===== config.mk =====
export PLATFORM = sky130hd
export DESIGN_NAME = generador_trafico
export DESIGN_NICKNAME = d
export VERILOG_FILES = /design/src/rtl/gen_trafico_pkg.sv /design/src/rtl/generador_trafico_monitor_destino.sv /design/src/rtl/generador_trafico.sv
export SDC_FILE = /design/constraint.sdc
export NUM_CORES = 1
export LEC_CHECK = 0
export CAP_MARGIN = 40
export CORE_UTILIZATION = 50
export DETAILED_ROUTE_END_ITERATION = 6
export HOLD_SLACK_MARGIN = 0.02
export PLACE_DENSITY = 0.81
export SLEW_MARGIN = 20
export SYNTH_ARGS = -nofsm -noshare
export SYNTH_HDL_FRONTEND = slang
export SYNTH_SLANG_ARGS = --single-unit

===== constraint.sdc =====
create_clock -name clk -period 3.85 [get_ports clk]
set_input_delay 0.9625 -clock clk [delete_from_list [all_inputs] [get_ports clk]]
set_output_delay 0.9625 -clock clk [all_outputs]
set_load 0.05 [all_outputs]

===== src/rtl/gen_trafico_pkg.sv =====
// Shared constants for the traffic generator: state encoding, default
// FIFO thresholds, field positions inside cfg_thr and err bit indices.
package gen_trafico_pkg;

  typedef enum logic [2:0] {
    ST_IDLE   = 3'd0,
    ST_CONFIG = 3'd1,
    ST_SETTLE = 3'd2,
    ST_PUSH   = 3'd3,
    ST_DRAIN  = 3'd4,
    ST_DONE   = 3'd5
  } state_t;

  localparam logic [1:0] DEF_AF_MF = 2'd3;
  localparam logic [1:0] DEF_AE_MF = 2'd1;
  localparam logic [3:0] DEF_AF_VC = 4'd14;
  localparam logic [3:0] DEF_AE_VC = 4'd2;
  localparam logic [1:0] DEF_AF_DF = 2'd3;
  localparam logic [1:0] DEF_AE_DF = 2'd1;

  localparam int OFS_AF_MF = 18;
  localparam int OFS_AE_MF = 16;
  localparam int OFS_AF_VC = 12;
  localparam int OFS_AE_VC = 8;
  localparam int OFS_AF_DF = 6;
  localparam int OFS_AE_DF = 4;

  localparam int ERR_TIMEOUT  = 0;
  localparam int ERR_OVERFLOW = 1;

endpackage


===== src/rtl/generador_trafico_monitor_destino.sv =====
// One destination sink: registered pop, acceptance detect and a saturating
// count of accepted pops.
module monitor_destino #(
  parameter int CNT_W = 8
) (
  input  logic             clk,
  input  logic             reset_L,
  input  logic             clear,
  input  logic             pop_en,
  input  logic             fifo_empty,
  output logic             pop,
  output logic             accept,
  output logic [CNT_W-1:0] recv_cnt
);

  // A pop only counts if the FIFO still holds data while the strobe is high.
  assign accept = pop & ~fifo_empty;

  always_ff @(posedge clk) begin
    if (!reset_L) begin
      pop      <= 1'b0;
      recv_cnt <= '0;
    end else begin
      pop <= pop_en & ~fifo_empty;
      if (clear)
        recv_cnt <= '0;
      else if (accept && (recv_cnt != '1))
        recv_cnt <= recv_cnt + 1'b1;
    end
  end

endmodule


===== src/rtl/generador_trafico.sv =====
// Traffic generator/sink: loads FIFO thresholds, pushes an incrementing burst
// into the main FIFO, drains the destination FIFOs and reports the outcome.
//
// state  | meaning
// IDLE   | waiting for start
// CONFIG | init high, thresholds being loaded downstream
// SETTLE | init low, letting the FIFOs settle
// PUSH   | pushing the burst, honouring fifo_pause_main
// DRAIN  | popping until all words are back, overflow or timeout
// DONE   | result held until start drops
module generador_trafico
  import gen_trafico_pkg::*;
#(
  parameter int DATA_W     = 6,
  parameter int NUM_DEST   = 2,
  parameter int CNT_W      = 8,
  parameter int CFG_CYCLES = 2,
  parameter int TIMEOUT    = 32
) (
  input  logic                         clk,
  input  logic                         reset_L,
  input  logic                         start,
  input  logic [CNT_W-1:0]             burst_len,
  input  logic [DATA_W-1:0]            seed,
  input  logic [19:0]                  cfg_thr,
  input  logic                         fifo_pause_main,
  input  logic [NUM_DEST-1:0]          fifo_empty,
  input  logic [NUM_DEST*DATA_W-1:0]   data_out,
  output logic [DATA_W-1:0]            data_in,
  output logic                         push_main,
  output logic [NUM_DEST-1:0]          pop,
  output logic                         init,
  output logic [1:0]                   afMF_i,
  output logic [1:0]                   aeMF_i,
  output logic [3:0]                   afVC_i,
  output logic [3:0]                   aeVC_i,
  output logic [1:0]                   afDF_i,
  output logic [1:0]                   aeDF_i,
  output logic                         busy,
  output logic                         done,
  output logic [1:0]                   err,
  output logic [CNT_W-1:0]             sent_cnt,
  output logic [NUM_DEST*CNT_W-1:0]    recv_cnt
);

  localparam int SUM_W = CNT_W + $clog2(NUM_DEST) + 1;
  localparam logic [CNT_W-1:0] PHASE_LOAD = CNT_W'(CFG_CYCLES - 1);
  localparam logic [CNT_W-1:0] IDLE_LAST  = CNT_W'(TIMEOUT - 1);

  state_t              state;
  logic [CNT_W-1:0]    phase_cnt;
  logic [CNT_W-1:0]    idle_cnt;
  logic [CNT_W-1:0]    burst_q;
  logic [DATA_W-1:0]   seed_q;
  logic [NUM_DEST-1:0] accept;
  logic [SUM_W-1:0]    recv_sum;
  logic [DATA_W-1:0]   next_word;
  logic                any_accept;
  logic                sum_eq;
  logic                sum_over;
  logic                idle_tmo;
  logic                finish;
  logic                pop_en;
  logic                clear;
  logic                push_now;
  logic                unused_bits;

  assign unused_bits = ^{data_out, cfg_thr[3:0]};

  always_comb begin
    recv_sum = '0;
    for (int i = 0; i < NUM_DEST; i++)
      recv_sum = recv_sum + SUM_W'(recv_cnt[i*CNT_W +: CNT_W]);
  end

  assign any_accept = |accept;
  assign sum_eq     = (recv_sum == SUM_W'(sent_cnt));
  assign sum_over   = (recv_sum >  SUM_W'(sent_cnt));
  assign idle_tmo   = !any_accept && (idle_cnt == IDLE_LAST);
  assign finish     = (state == ST_DRAIN) && (sum_eq || sum_over || idle_tmo);
  // Stop popping on the exit edge so no word is pulled without being counted.
  assign pop_en     = (state == ST_PUSH) || ((state == ST_DRAIN) && !finish);
  assign clear      = (state == ST_IDLE) && start;
  assign next_word  = seed_q + DATA_W'(sent_cnt);
  assign push_now   = ((state == ST_PUSH) || ((state == ST_SETTLE) && (phase_cnt == '0)))
                      && (sent_cnt != burst_q) && !fifo_pause_main;

  for (genvar g = 0; g < NUM_DEST; g++) begin : g_dest
    monitor_destino #(.CNT_W(CNT_W)) u_mon (
      .clk        (clk),
      .reset_L    (reset_L),
      .clear      (clear),
      .pop_en     (pop_en),
      .fifo_empty (fifo_empty[g]),
      .pop        (pop[g]),
      .accept     (accept[g]),
      .recv_cnt   (recv_cnt[g*CNT_W +: CNT_W])
    );
  end

  always_ff @(posedge clk) begin
    if (!reset_L) begin
      state     <= ST_IDLE;
      data_in   <= '0;
      push_main <= 1'b0;
      init      <= 1'b0;
      busy      <= 1'b0;
      done      <= 1'b0;
      err       <= '0;
      sent_cnt  <= '0;
      idle_cnt  <= '0;
      phase_cnt <= '0;
      burst_q   <= '0;
      seed_q    <= '0;
      afMF_i    <= DEF_AF_MF;
      aeMF_i    <= DEF_AE_MF;
      afVC_i    <= DEF_AF_VC;
      aeVC_i    <= DEF_AE_VC;
      afDF_i    <= DEF_AF_DF;
      aeDF_i    <= DEF_AE_DF;
    end else begin
      push_main <= 1'b0;
      case (state)
        ST_IDLE: begin
          if (start) begin
            state     <= ST_CONFIG;
            init      <= 1'b1;
            busy      <= 1'b1;
            phase_cnt <= PHASE_LOAD;
            sent_cnt  <= '0;
            idle_cnt  <= '0;
            err       <= '0;
            burst_q   <= burst_len;
            seed_q    <= seed;
            afMF_i    <= cfg_thr[OFS_AF_MF +: 2];
            aeMF_i    <= cfg_thr[OFS_AE_MF +: 2];
            afVC_i    <= cfg_thr[OFS_AF_VC +: 4];
            aeVC_i    <= cfg_thr[OFS_AE_VC +: 4];
            afDF_i    <= cfg_thr[OFS_AF_DF +: 2];
            aeDF_i    <= cfg_thr[OFS_AE_DF +: 2];
          end
        end
        ST_CONFIG: begin
          if (phase_cnt == '0) begin
            state     <= ST_SETTLE;
            init      <= 1'b0;
            phase_cnt <= PHASE_LOAD;
          end else begin
            phase_cnt <= phase_cnt - 1'b1;
          end
        end
        ST_SETTLE: begin
          // The settle window's last edge already acts as the first push edge.
          if (phase_cnt == '0)
            state <= (burst_q == '0) ? ST_DRAIN : ST_PUSH;
          else
            phase_cnt <= phase_cnt - 1'b1;
        end
        ST_PUSH: begin
          if (sent_cnt == burst_q)
            state <= ST_DRAIN;
        end
        ST_DRAIN: begin
          if (finish) begin
            state              <= ST_DONE;
            busy               <= 1'b0;
            done               <= 1'b1;
            err[ERR_TIMEOUT]   <= idle_tmo;
            err[ERR_OVERFLOW]  <= sum_over;
          end else if (any_accept) begin
            idle_cnt <= '0;
          end else if (idle_cnt != '1) begin
            idle_cnt <= idle_cnt + 1'b1;
          end
        end
        ST_DONE: begin
          if (!start) begin
            state <= ST_IDLE;
            done  <= 1'b0;
          end
        end
        default: state <= ST_IDLE;
      endcase

      if (push_now) begin
        push_main <= 1'b1;
        data_in   <= next_word;
        sent_cnt  <= sent_cnt + 1'b1;
      end
    end
  end

endmodule


* Yosys cells after proc, flatten, opt, wreduce, memory -nomap -nowiden
Index checks and enable logic that the tools add are counted.
Storage, ports and cells: register bits after elaboration 87, input port bits 52, output and inout bits 54, word-level logic and storage cells 124
Cells by class: add/sub/neg operators 7, order comparisons 1, equality and inequality tests 21, mux-type cells 31, bitwise operators 7, reduce and logical (&&, ||, !) cells 35
Operator list (count):
- 8-bit 2-to-1 mux | 9
- 8-bit by 1-bit adder with 8-bit output, second input constant | 4
- 8-bit != test, second input constant | 3
- 8-bit one-hot mux with 3 select lines | 1
- 3-bit 2-to-1 mux | 7
- 3-bit one-hot mux with 6 select lines | 1
- 8-bit logical NOT | 2
- 8-bit one-hot mux with 2 select lines | 1
- 2-bit != test, second input constant | 6
- 3-bit AND reduction | 4
- 2-bit nonzero test | 5
- 8-bit by 8-bit adder with 9-bit output | 1
- 9-bit by 8-bit == test with 1-bit output | 1
- 9-bit by 8-bit greater-than comparator with 1-bit output | 1
- 1-bit logical AND | 9
- 8-bit by 5-bit == test with 1-bit output, second input constant | 1
- 8-bit == test | 1
- 8-bit != test | 1
- 8-bit by 1-bit subtractor with 8-bit output, second input constant | 1
- 6-bit adder | 1
- 3-bit by 2-bit == test with 1-bit output, second input constant | 2
- 3-bit == test, second input constant | 2
- 1-bit 2-to-1 mux | 6
- 1-bit one-hot mux with 2 select lines | 3
- 15 further kinds | 29

* Longest topological paths before layout
depth in word-level cells 11, mapped depth 15, gate-level depth less buffers 14

* By module
A second synthesis with hierarchy kept.
Unflattened totals: cell total of the unflattened synthesis 586, area total of the unflattened synthesis 4823.4 um^2
Modules (own cells, without submodules):
- generador_trafico | instances 1, cells an instance 482, area each 3812.4 um^2, sequential area each 1381.3 um^2
- monitor_destino | instances 2, cells an instance 52, area each 505.5 um^2, sequential area each 180.2 um^2

* Least setup slack after synthesis
Ideal clock, no wire load.
kind register to register, from reg g_dest[1].u_mon.recv_cnt[1], to reg idle_cnt[3], setup time 119 ps, arrival 3592 ps, data required time 3731 ps, setup slack 140 ps, stages on the path, launching flop included 16, buffers on the path 1, period minus slack after synthesis 3710 ps, path through dfxtp_1 > ha_1 > a21o_1 > a21oi_1 > nor2b_1 > o21a_1 > o41a_1 > xor2_1 > ha_1 > nor3_1 > o211ai_1 > o22ai_1 > a31oi_1 > or2_2 > clkbuf_1 > o221a_2
On the way: word-level cells in the longest chain between the ends 7, elaborated cells between the ends (all ways) 8, classes of those cells add/sub (1); order compare (1); eq/ne (2); reduce/logical (4)
RTL lines:
- start: declaration | RTL line generador_trafico_monitor_destino.sv:13 | output logic [CNT_W-1:0] recv_cnt
- start signal: assignment | RTL line generador_trafico_monitor_destino.sv:28 | recv_cnt <= recv_cnt + 1'b1;
- 8-bit by 8-bit adder with 9-bit output (*) | RTL line generador_trafico.sv:73 | recv_sum = recv_sum + SUM_W'(recv_cnt[i*CNT_W +: CNT_W]);
- 9-bit by 8-bit greater-than comparator with 1-bit output / 9-bit by 8-bit == test with 1-bit output (equally long branches) | RTL line generador_trafico.sv:78, generador_trafico.sv:77
- 1-bit logical OR (*) (2 in series) | RTL line generador_trafico.sv:80 | assign finish = (state == ST_DRAIN) && (sum_eq || sum_over || idle_tmo);
- 1-bit logical AND (*) | RTL line generador_trafico.sv:80
- 2-bit != test (no line) (*)
- 4-bit AND reduction (no line) (*)
- end signal: assignment | RTL line generador_trafico.sv:173 | idle_cnt <= idle_cnt + 1'b1;
- end: declaration | RTL line generador_trafico.sv:52 | logic [CNT_W-1:0] idle_cnt;
Every way passes the cells marked *; elsewhere a longest branch is shown, timed or not. A chain may end at the register's enable or synchronous reset.

* Worst setup path in the final report
from reg g_dest[0].u_mon.recv_cnt[1], to reg idle_cnt[3]
On the way: word-level cells in the longest chain between the ends 7, elaborated cells between the ends (all ways) 8, classes of those cells add/sub (1); order compare (1); eq/ne (2); reduce/logical (4)
RTL lines (RTL line):
- start: declaration | generador_trafico_monitor_destino.sv:13
- start signal: assignment | generador_trafico_monitor_destino.sv:28
- 8-bit by 8-bit adder with 9-bit output (*) | generador_trafico.sv:73
- 9-bit by 8-bit greater-than comparator with 1-bit output / 9-bit by 8-bit == test with 1-bit output (equally long branches) | generador_trafico.sv:78, generador_trafico.sv:77
- 1-bit logical OR (*) (2 in series) | generador_trafico.sv:80
- 1-bit logical AND (*) | generador_trafico.sv:80
- 2-bit != test (no line) (*)
- 4-bit AND reduction (no line) (*)
Marked as above.

==> parameters.txt <==
Parameter                              Value

Outcome
  Result of the run ... completed

Timing
  Tightest Pin Transition ... 0.7537 ns
  Count of endpoints failing setup in the final report ... 0
  RSZ-0062 raised after global routing ... false
  Minimum period implied by the final worst setup slack ... 3.640 ns
  Worst hold slack ... 0.4604 ns
  Final Slew Violations ... 0
  Worst slew margin relative to its limit ... 0.4929
  Final number of hold-violating endpoints ... 0
  Fmax achieved ... 274.7 MHz
  Setup Total Neg Slack ... 0 ns
  Final clock period utilization by the worst path ... 0.9455
  Clock Skew ... 0.01313 ns

Routing
  Post-route DRC violation count ... 0
  Detailed-route vias per instance ... 5.703
  Iter 0 DRT Violations ... 227
  Number of optimization iterations in the first detailed-route pass ... 4
  Via Count ... 4289
  Total length of routed wires ... 11090 microns
  Remaining antenna violation count ... 0
  DR WL/cell ... 14.75 microns

Setup path
  WP data arrival ... 3.90 ns
  R2R Path Start ... g_dest[0].u_mon.recv_cnt[1]
  Critical path capture point ... idle_cnt[3]
  Start-to-end type of the worst setup path ... flip-flop to flip-flop
  Worst r2r path cells ... 14
  Register-to-register setup slack ... 0.21 ns
  Critical Path Source ... g_dest[0].u_mon.recv_cnt[1]
  Max FO, Critical Path ... 6
  Terminus of the critical flop-to-flop path ... idle_cnt[3]
  Critical Path Sink Type ... flip-flop
  Critical path startpoint category ... flip-flop
  CP Data Required Time ... 4.11 ns

Cells and area
  Filler cell count in the final layout ... 722
  Most used cells in the layout excluding fill and tap cells ... 89 x sky130_fd_sc_hd__clkdlybuf4s50_1, 87 x sky130_fd_sc_hd__dfxtp_1, 82 x sky130_fd_sc_hd__nand2_1
  Cell area after layout ... 5753 sq um
  Antenna diode instance count ... 0
  Most common cell after layout, fill and taps aside ... sky130_fd_sc_hd__clkdlybuf4s50_1
  Final net count ... 720
  Area growth, synth to finish ... 26.42%
  Fraction of final layout cells sized beyond drive strength 1 ... 0.06366

Floorplanning
  Effective utilization at floorplan ... 0.5193
  Standard-cell rows ... 34
  Die width ... 97.40 microns
  Core area ... 8763 sq um
  Number of top-level pins ... 106
  Area of the die ... 9487 sq um
  Die height ... 97.40 microns

Logic synthesis
  Fraction of registers with async set/reset ... 0
  Primary flip-flop cell chosen by synthesis mapping ... sky130_fd_sc_hd__dfxtp_1
  Net count of the mapped netlist ... 637
  Synth unique cells ... 53
  Warning count from the yosys run ... 0
  Sequential cell area fraction in the yosys report ... 0.3827
  Netlist area before placement ... 4551 sq um
  Post-Syn Area per Cell ... 8.185 sq um
  Synthesized instance count ... 556
  Flip-flop and latch count after synthesis ... 87
  Number of enable flip-flop cells after synthesis ... 0

Place
  Count of input and output buffers ... 89
  Detailed Place HPWL ... 8073 microns
  Routability congestion estimate ... 0.9156
  Placed Area ... 5519 sq um

GRT
  Wire length of the first global-routing pass ... 18750 microns
  Antenna violations before repair ... 0
  Global routing usage summed across all routing layers ... 0.2391
  Total grt overflow ... 0
  Pin count of the biggest net entering global routing ... 34
  Number of global-route vias before repair ... 4144

CTS
  Post-CTS setup-driven buffer insertion count ... 0
  Number of sinks handled by clock tree synthesis ... 87
  Number of gates resized after CTS ... 0
  Hold-fix buffers at CTS ... 0
  Cts bufs inserted ... 9
  Clock latency on the worst-skew pair ... 0.36 ns
  CTS Root Buffer Type ... sky130_fd_sc_hd__clkbuf_8
  Clock H-tree levels ... 3
  Maximum buffer depth of the clock tree ... 2
  TritonCTS clock tree ... yes
  Clock slew seen by the registers of the worst setup and hold paths ... 0.09 ns

Hold path
  Worst hold path startpoint ... seed_q[0]
  Hold WC Path Type ... flip-flop to flip-flop

Power and ir drop
  Max VDD drop ... 0.3028 mV
  Pwr Total ... 2.937 mW
  Power density over the cells ... 510.5 nW/um^2
  Cell leakage power ... 2.246 nW

Job
  Reported max-cap violation count ... 0
[how the worst min path moves through the flow]
stage | endpoint | slack, ns | cells after the start
2_1_floorplan | seed_q[0] | 0.44 | 2
3_3_place_gp | aeVC_i[2] | 0.44 | 2
4_1_cts | seed_q[0] | 0.46 | 2
3_5_place_dp | aeVC_i[3] | 0.45 | 2
5_1_grt | aeVC_i[0] | 0.48 | 2
6_report | seed_q[0] | 0.46 | 2
[final cells by class]
cell class,count,area (sq um),area share
multi-input cells,420,2611,0.4539
flip-flops and latches,87,1742,0.3027
repair buffers,98,955.9,0.1662
clock buffers,11,141.4,0.02458
well taps,108,135.1,0.02349
inverters,23,86.33,0.01501
clock inverters,5,81.33,0.01414
[Yosys cell counts (all sizes together), types with 2 or more instances]
| cell type | count | area, sq um |
|---|---|---|
| ha | 27 | 337.8 |
| xnor2 | 13 | 113.9 |
| nor2 | 59 | 221.5 |
| buf | 4 | 37.53 |
| nand4 | 9 | 56.30 |
| o21ai | 16 | 80.07 |
| o41a | 3 | 33.78 |
| nand2b | 4 | 25.02 |
| xor2 | 23 | 201.4 |
| o211ai | 3 | 22.52 |
| a31o | 2 | 17.52 |
| o21a | 6 | 45.04 |
| nand3 | 29 | 145.1 |
| a211oi | 3 | 32.53 |
| o221a | 6 | 67.56 |
| fa | 2 | 40.04 |
| nand2 | 82 | 307.8 |
| and3 | 4 | 25.02 |
| a21oi | 50 | 254.0 |
| inv | 22 | 82.58 |
| a31oi | 8 | 50.05 |
| clkbuf | 22 | 82.58 |
| nand4b | 3 | 26.28 |
| a32o | 2 | 20.02 |
| or3 | 5 | 31.28 |
| nor3 | 16 | 80.08 |
| o21bai | 2 | 15.01 |
| a21o | 3 | 22.52 |
| nor2b | 6 | 37.54 |
| or2 | 2 | 12.51 |
| mux2i | 8 | 80.08 |
| dfxtp | 87 | 1742 |
| nor4 | 7 | 43.79 |
| or4 | 3 | 26.27 |
| o31ai | 2 | 15.01 |
[through the flow]
step / setup WS, ns / util / std cells
2_1_floorplan: 0.1395 / - / 556
3_3_place_gp: 0.3378 / 0.6298 / 735
3_5_place_dp: 0.2310 / 0.6298 / 735
4_1_cts: 0.2027 / 0.6552 / 751
5_1_grt: 0.0003411 / 0.6565 / 752
6_report: 0.2098 / 0.6565 / 752
[registers in the layout (all words and copies together), names as in the netlist, 3 cells and up]
signal and cells:
state 3, phase_cnt 8, sent_cnt 8, burst_q 8, data_in 6, aeVC_i 4
g_dest.u_mon.recv_cnt 16, afVC_i 4, idle_cnt 8, seed_q 6
[cell families (layout without fill, tap and decap cells)]
family	Yosys count	after routing	share of synthesized area
simple gates	234	234	0.2367
compound gates	113	113	0.1652
flops	87	87	0.3827
buf+inv	49	137	0.04537
xor+xnor	36	36	0.06929
fa+ha+maj	29	29	0.08303
mux	8	8	0.01760
[worst max-delay path: stages (launching register included)]
cell and delay [ns]:
sky130_fd_sc_hd__dfxtp_1 0.43, sky130_fd_sc_hd__ha_1 0.26, sky130_fd_sc_hd__a21o_1 0.17, sky130_fd_sc_hd__a21oi_1 0.22, sky130_fd_sc_hd__nor2b_1 0.08, sky130_fd_sc_hd__o21a_1 0.20
sky130_fd_sc_hd__o41a_1 0.32, sky130_fd_sc_hd__xor2_1 0.16, sky130_fd_sc_hd__ha_1 0.21, sky130_fd_sc_hd__nor3_1 0.15, sky130_fd_sc_hd__o211ai_1 0.12, sky130_fd_sc_hd__o22ai_1 0.30
sky130_fd_sc_hd__a31oi_2 0.21, sky130_fd_sc_hd__or2_2 0.38, sky130_fd_sc_hd__o221a_2 0.31
[power breakdown]
part           total [mW]  internal, mW  switching, mW
Clock               0.717         0.384          0.333
Sequential           1.13          1.02          0.107
Combinational        1.09         0.394          0.701
[per-layer routing]
layer	GRT usage	share of wire	up-vias
li1	-	-	2115
met1	0.2950	0.44	2023
met2	0.4008	0.49	128
met3	0.05468	0.055	23
met4	0.09842	0.021	0
met5	0	0	-
(Power assumes the default switching activity.)
